### config.mk
export PLATFORM = sky130hd
export DESIGN_NAME = vga_scan_ctrl
export DESIGN_NICKNAME = d
export VERILOG_FILES = /design/src/rtl/vga_scan_ctrl.sv
export SDC_FILE = /design/constraint.sdc
export NUM_CORES = 1
export LEC_CHECK = 0
export BUFFER_PORTS_ARGS = -buffer_cell sky130_fd_sc_hd__buf_2
export CAP_MARGIN = 0
export CORE_MARGIN = 2
export CORE_UTILIZATION = 51
export DETAILED_ROUTE_END_ITERATION = 10
export PLACE_DENSITY = 0.83
export SYNTH_ARGS = -nofsm -noshare
export SYNTH_HDL_FRONTEND = slang
export SYNTH_SLANG_ARGS = --single-unit
### constraint.sdc
create_clock -name clk_100mhz -period 2.03 [get_ports clk_100mhz]
set_input_delay 0.406 -clock clk_100mhz [delete_from_list [all_inputs] [get_ports clk_100mhz]]
set_output_delay 0.406 -clock clk_100mhz [all_outputs]
set_load 0.02 [all_outputs]
### src/rtl/vga_scan_ctrl.sv
// 640x480@60 Hz VGA scan controller: /4 pixel enable, h/v counters, registered colour and sync.
// Optional colour-bar generator is compiled in with `define VGA_TEST_PATTERN_EN.
module vga_scan_ctrl #(
   parameter int   H_VIS    = 640,
   parameter int   H_FP     = 16,
   parameter int   H_SYNC   = 96,
   parameter int   H_BP     = 48,
   parameter int   V_VIS    = 480,
   parameter int   V_FP     = 10,
   parameter int   V_SYNC   = 2,
   parameter int   V_BP     = 33,
   parameter logic SYNC_POL = 1'b0
) (
   input  logic       clk_100mhz,
   input  logic       rst_n,
   input  logic [7:0] pix_data,
   input  logic       test_mode,
   output logic [9:0] pix_x,
   output logic [9:0] pix_y,
   output logic       pix_req,
   output logic       frame_start,
   output logic [2:0] red,
   output logic [2:0] green,
   output logic [1:0] blue,
   output logic       h_sync,
   output logic       v_sync
);

   localparam int H_TOT = H_VIS + H_FP + H_SYNC + H_BP;
   localparam int V_TOT = V_VIS + V_FP + V_SYNC + V_BP;

   localparam logic [9:0] H_LAST   = 10'(H_TOT - 1);
   localparam logic [9:0] V_LAST   = 10'(V_TOT - 1);
   localparam logic [9:0] H_VIS_W  = 10'(H_VIS);
   localparam logic [9:0] V_VIS_W  = 10'(V_VIS);
   localparam logic [9:0] HS_BEG   = 10'(H_VIS + H_FP);
   localparam logic [9:0] HS_END   = 10'(H_VIS + H_FP + H_SYNC);
   localparam logic [9:0] VS_BEG   = 10'(V_VIS + V_FP);
   localparam logic [9:0] VS_END   = 10'(V_VIS + V_FP + V_SYNC);

   logic [1:0] div;
   logic [9:0] h_cnt;
   logic [9:0] v_cnt;
   logic       pix_tick;
   logic       h_wrap;
   logic       v_wrap;
   logic       in_hs;
   logic       in_vs;
   logic [7:0] colour;

   assign pix_tick = (div == 2'd3);
   assign h_wrap   = (h_cnt == H_LAST);
   assign v_wrap   = (v_cnt == V_LAST);
   assign in_hs    = (h_cnt >= HS_BEG) && (h_cnt < HS_END);
   assign in_vs    = (v_cnt >= VS_BEG) && (v_cnt < VS_END);

   assign pix_x    = h_cnt;
   assign pix_y    = v_cnt;
   assign pix_req  = (h_cnt < H_VIS_W) && (v_cnt < V_VIS_W);

`ifdef VGA_TEST_PATTERN_EN
   logic [2:0] bar_k;

   // Eight 80-pixel bars; each bar index bit is replicated across its colour channel.
   always_comb begin
      bar_k = 3'd0;
      for (int i = 1; i < 8; i++) begin
         if (h_cnt >= 10'(i * 80)) begin
            bar_k = 3'(i);
         end
      end
      colour = test_mode ? {{3{bar_k[2]}}, {3{bar_k[1]}}, {2{bar_k[0]}}} : pix_data;
   end
`else
   logic unused_test_mode;

   assign unused_test_mode = test_mode;
   assign colour           = pix_data;
`endif

   // Outputs are sampled from the pre-increment counters so colour and sync stay aligned.
   always_ff @(posedge clk_100mhz) begin
      if (!rst_n) begin
         div                 <= 2'd0;
         h_cnt               <= 10'd0;
         v_cnt               <= 10'd0;
         frame_start         <= 1'b0;
         {red, green, blue}  <= 8'h00;
         h_sync              <= ~SYNC_POL;
         v_sync              <= ~SYNC_POL;
      end else begin
         div         <= div + 2'd1;
         frame_start <= 1'b0;
         if (pix_tick) begin
            if (h_wrap) begin
               h_cnt       <= 10'd0;
               v_cnt       <= v_wrap ? 10'd0 : v_cnt + 10'd1;
               frame_start <= v_wrap;
            end else begin
               h_cnt <= h_cnt + 10'd1;
            end
            {red, green, blue} <= pix_req ? colour : 8'h00;
            h_sync             <= in_hs ? SYNC_POL : ~SYNC_POL;
            v_sync             <= in_vs ? SYNC_POL : ~SYNC_POL;
         end
      end
   end

endmodule

==> flow_results.org <==
** CTS
- Counting the buffers created by CTS gives 5.
- Setup Fix Bufs, Post-CTS :: 0
- Clock-pin slew on the worst setup and hold paths :: about 0.090 ns
- TritonCTS built the clock tree.
- The later pin in the worst-skew pair is clocked with a latency of ~0.34 ns.
- Number of H-tree levels :: 2
- Root buffer selected by CTS :: sky130_fd_sc_hd__clkbuf_4
- Deepest clock path buffer count :: 2
- CTS saw 33 sinks.

** Critical path
- The worst setup path is captured at a flip-flop.
- Max Fanout on Critical Path :: 12
- Cell with the largest stage delay on the worst path :: sky130_fd_sc_hd__or4_1
- R2R Setup Slk :: between 0.15 and 0.2 ns
- Max incr delay on CP :: around 0.54 ns
- Critical Path AT :: 2.13 ns
- STA puts the critical path data required time at approximately 2.3 ns.
- Cells traversed along the worst timing path :: ha_1 > and4_1 > nand4_2 > or4_1 > a21oi_1
- Startpoint kind of the worst setup timing path :: flip-flop
- Path type of the worst setup path :: flip-flop to flip-flop

** Finish
- The post-route netlist has between 20% and 30% of its cells at a drive strength greater than 1.
- The finished cells cover ~1900 µm².
- At the end of the flow, the number of nets in the layout was about 240.
- Most common cell after layout, fill and taps aside :: sky130_fd_sc_hd__buf_2
- Highest-count cells in the layout ignoring fill and taps :: sky130_fd_sc_hd__buf_2, sky130_fd_sc_hd__dfxtp_1, sky130_fd_sc_hd__a21oi_1
- Number of inserted diodes :: 0
- The area growth from synthesis to layout is 24.2%.

** Routing
- Post-route antenna net violation count :: 0
- Residual DRC :: 2
- DRT Wirelength :: between 3000 and 4000 µm
- The pre-antenna-repair detailed-routing pass consisted of 7 iterations.
- In the routed layout, each cell is associated on average with a via count of 5.58.
- Routed wire per std cell :: about 13 µm
- Count of routing violations after the opening detailed-route iteration :: 44
- Across all layers, the routed design uses approximately 1.4k vias.

** Timing
- In this run the tightest slew margin relative to its limit is between 70 and 80%.
- For the pin with the worst max-slew slack, the measured transition is between 0.3 and 0.4 ns.
- Maximum clock skew at final layout :: 0.00959 ns
- Final Max Tran Viols :: 0
- Period utilization :: roughly nine tenths
- Final total negative setup slack :: 0 ns
- Final Hold Viols :: 0
- Derived from the worst setup path, the maximum achievable clock frequency is 536 MHz.
- Min Clock Period, post-route :: 1.87 ns
- Setup repair after global routing left no endpoint under its margin.
- Final setup violating endpoints :: 0

** GRT
- Maximum number of pins on one net before global-route repair :: 25
- Global routing consumed, over all layers together, 21.3% of the routing resources.
- For this run the aggregate overflow at the end of global routing stands at 0.
- Global-route wire length before repair :: 5560 µm
- Vias in the first global route :: ~1.3k
- The number of antenna violations at the first check in global routing was 0.

** Logic synthesis
- Number of storage elements in the synthesis netlist :: 33
- Post-Synthesis Net Count :: between 150 and 200
- Post-synthesis instance area :: between 1500 and 2000 µm²
- The cell count after synthesis came out at about 170.
- Summing the sequential cell areas from Yosys gives ~43% of the chip area.
- Count of synthesis-stage warnings from yosys :: 0
- Each instance of the synthesized netlist takes up on average between 8 and 9 µm².
- Synth unique cells :: 34

** Place
- In this run the tool buffered the top-level ports with 41 buffer cells.
- Placed Area :: ~1800 µm²
- HPWL after DPL :: between 2000 and 2500 µm
- Routability-driven placement finished with a final weighted congestion of 0.808.

** Pwr
- The worst-case IR drop observed on VDD is between 500 and 600 µV.
- Leakage :: approximately 0.8 nW
- Power per standard cell area :: approximately 650 nW/µm²

** Floorplanning
- Floorplan die height :: 58.7 µm
- Horizontal die dimension :: 58.7 µm
- The floorplan has 19 rows.
- Area of the die :: roughly 3400 µm²
- Starting density of the core :: a little over half
- Num ports :: 43
- In this run the standard cell core region covers around 2800 µm².

** Run status
- The checks that failed: DRC.
- The run finished, with violations left.

** Run
- Number of max-cap violations :: 0

** Hold path
- The tightest min-delay check is of the primary input to flip-flop type.
-- metal layers --
metal	GRT usage [%]	vias to the layer above	wire, µm
met3	5.27	7	146
met1	26.6	666	1500
met4	13.3	0	66
met5	0	-	0
li1	-	714	-
met2	32.9	31	1650
-- registers in the layout (all words and copies together) (netlist names) --
name         cells
pix_x           10
red              3
blue             2
frame_start      1
green            3
div              2
h_sync           1
v_sync           1
pix_y           10
-- final cells by class --
class,instances,area (µm²)
Timing Repair Buffer,51,280
Multi-Input combinational cell,125,811
Clock inverter,1,30.0
Clock buffer,7,55.1
Tap cell,31,38.8
Fill cell,242,907
Sequential cell,33,661
Inverter,6,22.5
-- kinds of logic (layout without fill, tap and decap cells) --
| family | after synthesis | in the layout | share of synthesized area, % |
|---|---|---|---|
| fa+ha+maj | 6 | 6 | 4.91 |
| flops | 33 | 33 | 43.2 |
| compound gates | 29 | 29 | 10.7 |
| simple gates | 79 | 79 | 30.6 |
| buf+inv | 14 | 65 | 4.18 |
| xor+xnor | 10 | 10 | 5.73 |
| mux | 1 | 1 | 0.655 |
-- Yosys cell counts --
master,number,area share (%)
sky130_fd_sc_hd__mux2i_1,1,0.66
sky130_fd_sc_hd__or3_1,6,2.5
sky130_fd_sc_hd__nand4_1,6,2.5
sky130_fd_sc_hd__nor4b_1,1,0.57
sky130_fd_sc_hd__nor3_1,5,1.6
sky130_fd_sc_hd__buf_6,1,0.74
sky130_fd_sc_hd__nand4_2,1,0.82
sky130_fd_sc_hd__and2_1,1,0.41
sky130_fd_sc_hd__nand2_1,10,2.5
sky130_fd_sc_hd__o32ai_1,1,0.57
sky130_fd_sc_hd__o21ai_0,6,2.0
sky130_fd_sc_hd__o21a_1,1,0.49
sky130_fd_sc_hd__or4_1,2,0.98
sky130_fd_sc_hd__nor4b_4,1,1.6
sky130_fd_sc_hd__nor4bb_1,2,1.3
sky130_fd_sc_hd__xnor2_1,6,3.4
sky130_fd_sc_hd__and3_1,3,1.2
sky130_fd_sc_hd__nor3_2,1,0.66
sky130_fd_sc_hd__o21ai_2,1,0.57
sky130_fd_sc_hd__nor2_1,13,3.2
sky130_fd_sc_hd__nand4b_1,1,0.57
sky130_fd_sc_hd__and4b_1,1,0.66
sky130_fd_sc_hd__dfxtp_1,33,43
sky130_fd_sc_hd__buf_2,3,0.98
sky130_fd_sc_hd__o2111ai_1,1,0.57
sky130_fd_sc_hd__a21oi_1,17,5.6
sky130_fd_sc_hd__ha_1,6,4.9
sky130_fd_sc_hd__nand3_1,14,4.6
sky130_fd_sc_hd__inv_1,6,1.5
sky130_fd_sc_hd__o31ai_1,2,0.98
sky130_fd_sc_hd__clkbuf_1,4,0.98
sky130_fd_sc_hd__and4_1,3,1.7
sky130_fd_sc_hd__xor2_1,4,2.3
sky130_fd_sc_hd__nand2b_1,8,3.3
-- report_power, final --
| group | total, mW | switching, mW | internal (mW) |
|---|---|---|---|
| logic | 0.0637 | 0.0381 | 0.0257 |
| clock network | 0.512 | 0.218 | 0.294 |
| registers | 0.662 | 0.00453 | 0.657 |
-- worst max-delay path: cells and delay by family (launching register included) --
| family | cells | cell delay [ns] |
|---|---|---|
| AND/OR/NAND/NOR | 3 | 1.05 |
| flip-flops | 1 | 0.41 |
| adder cells (fa/ha/maj) | 1 | 0.19 |
| AO/OA/AOI/OAI | 1 | 0.15 |
-- path summary, 6_finish.rpt --
check,startpoint,endpoint,cells after the start
worst max-delay path,pix_x[1],pix_y[9],5
worst min-delay path,rst_n,h_sync,2
worst max register to register,pix_x[1],pix_y[9],5
worst min register to register,div[0],div[0],1
-- what timing repair did --
action,in CTS,in global routing
hold buffers,0,0
endpoints found under the setup margin,0,8
endpoints found under the hold margin,0,0
resized for setup,0,1
-- metrics by stage --
step | power [mW] | hold slack [ns] | utilization [%] | cells | setup WS, ns
floorplan | 0.714 | 0.399 | - | 172 | 0.194
global placement | 0.739 | 0.409 | 64.4 | 246 | 0.174
detailed placement | 0.740 | 0.415 | 64.4 | 246 | 0.143
CTS | 1.25 | 0.272 | 67.4 | 254 | 0.121
global route | 1.29 | 0.300 | 67.7 | 254 | 0.0307
finish | 1.24 | 0.299 | 67.7 | 254 | 0.164
Power figures use the tool's default switching activity.
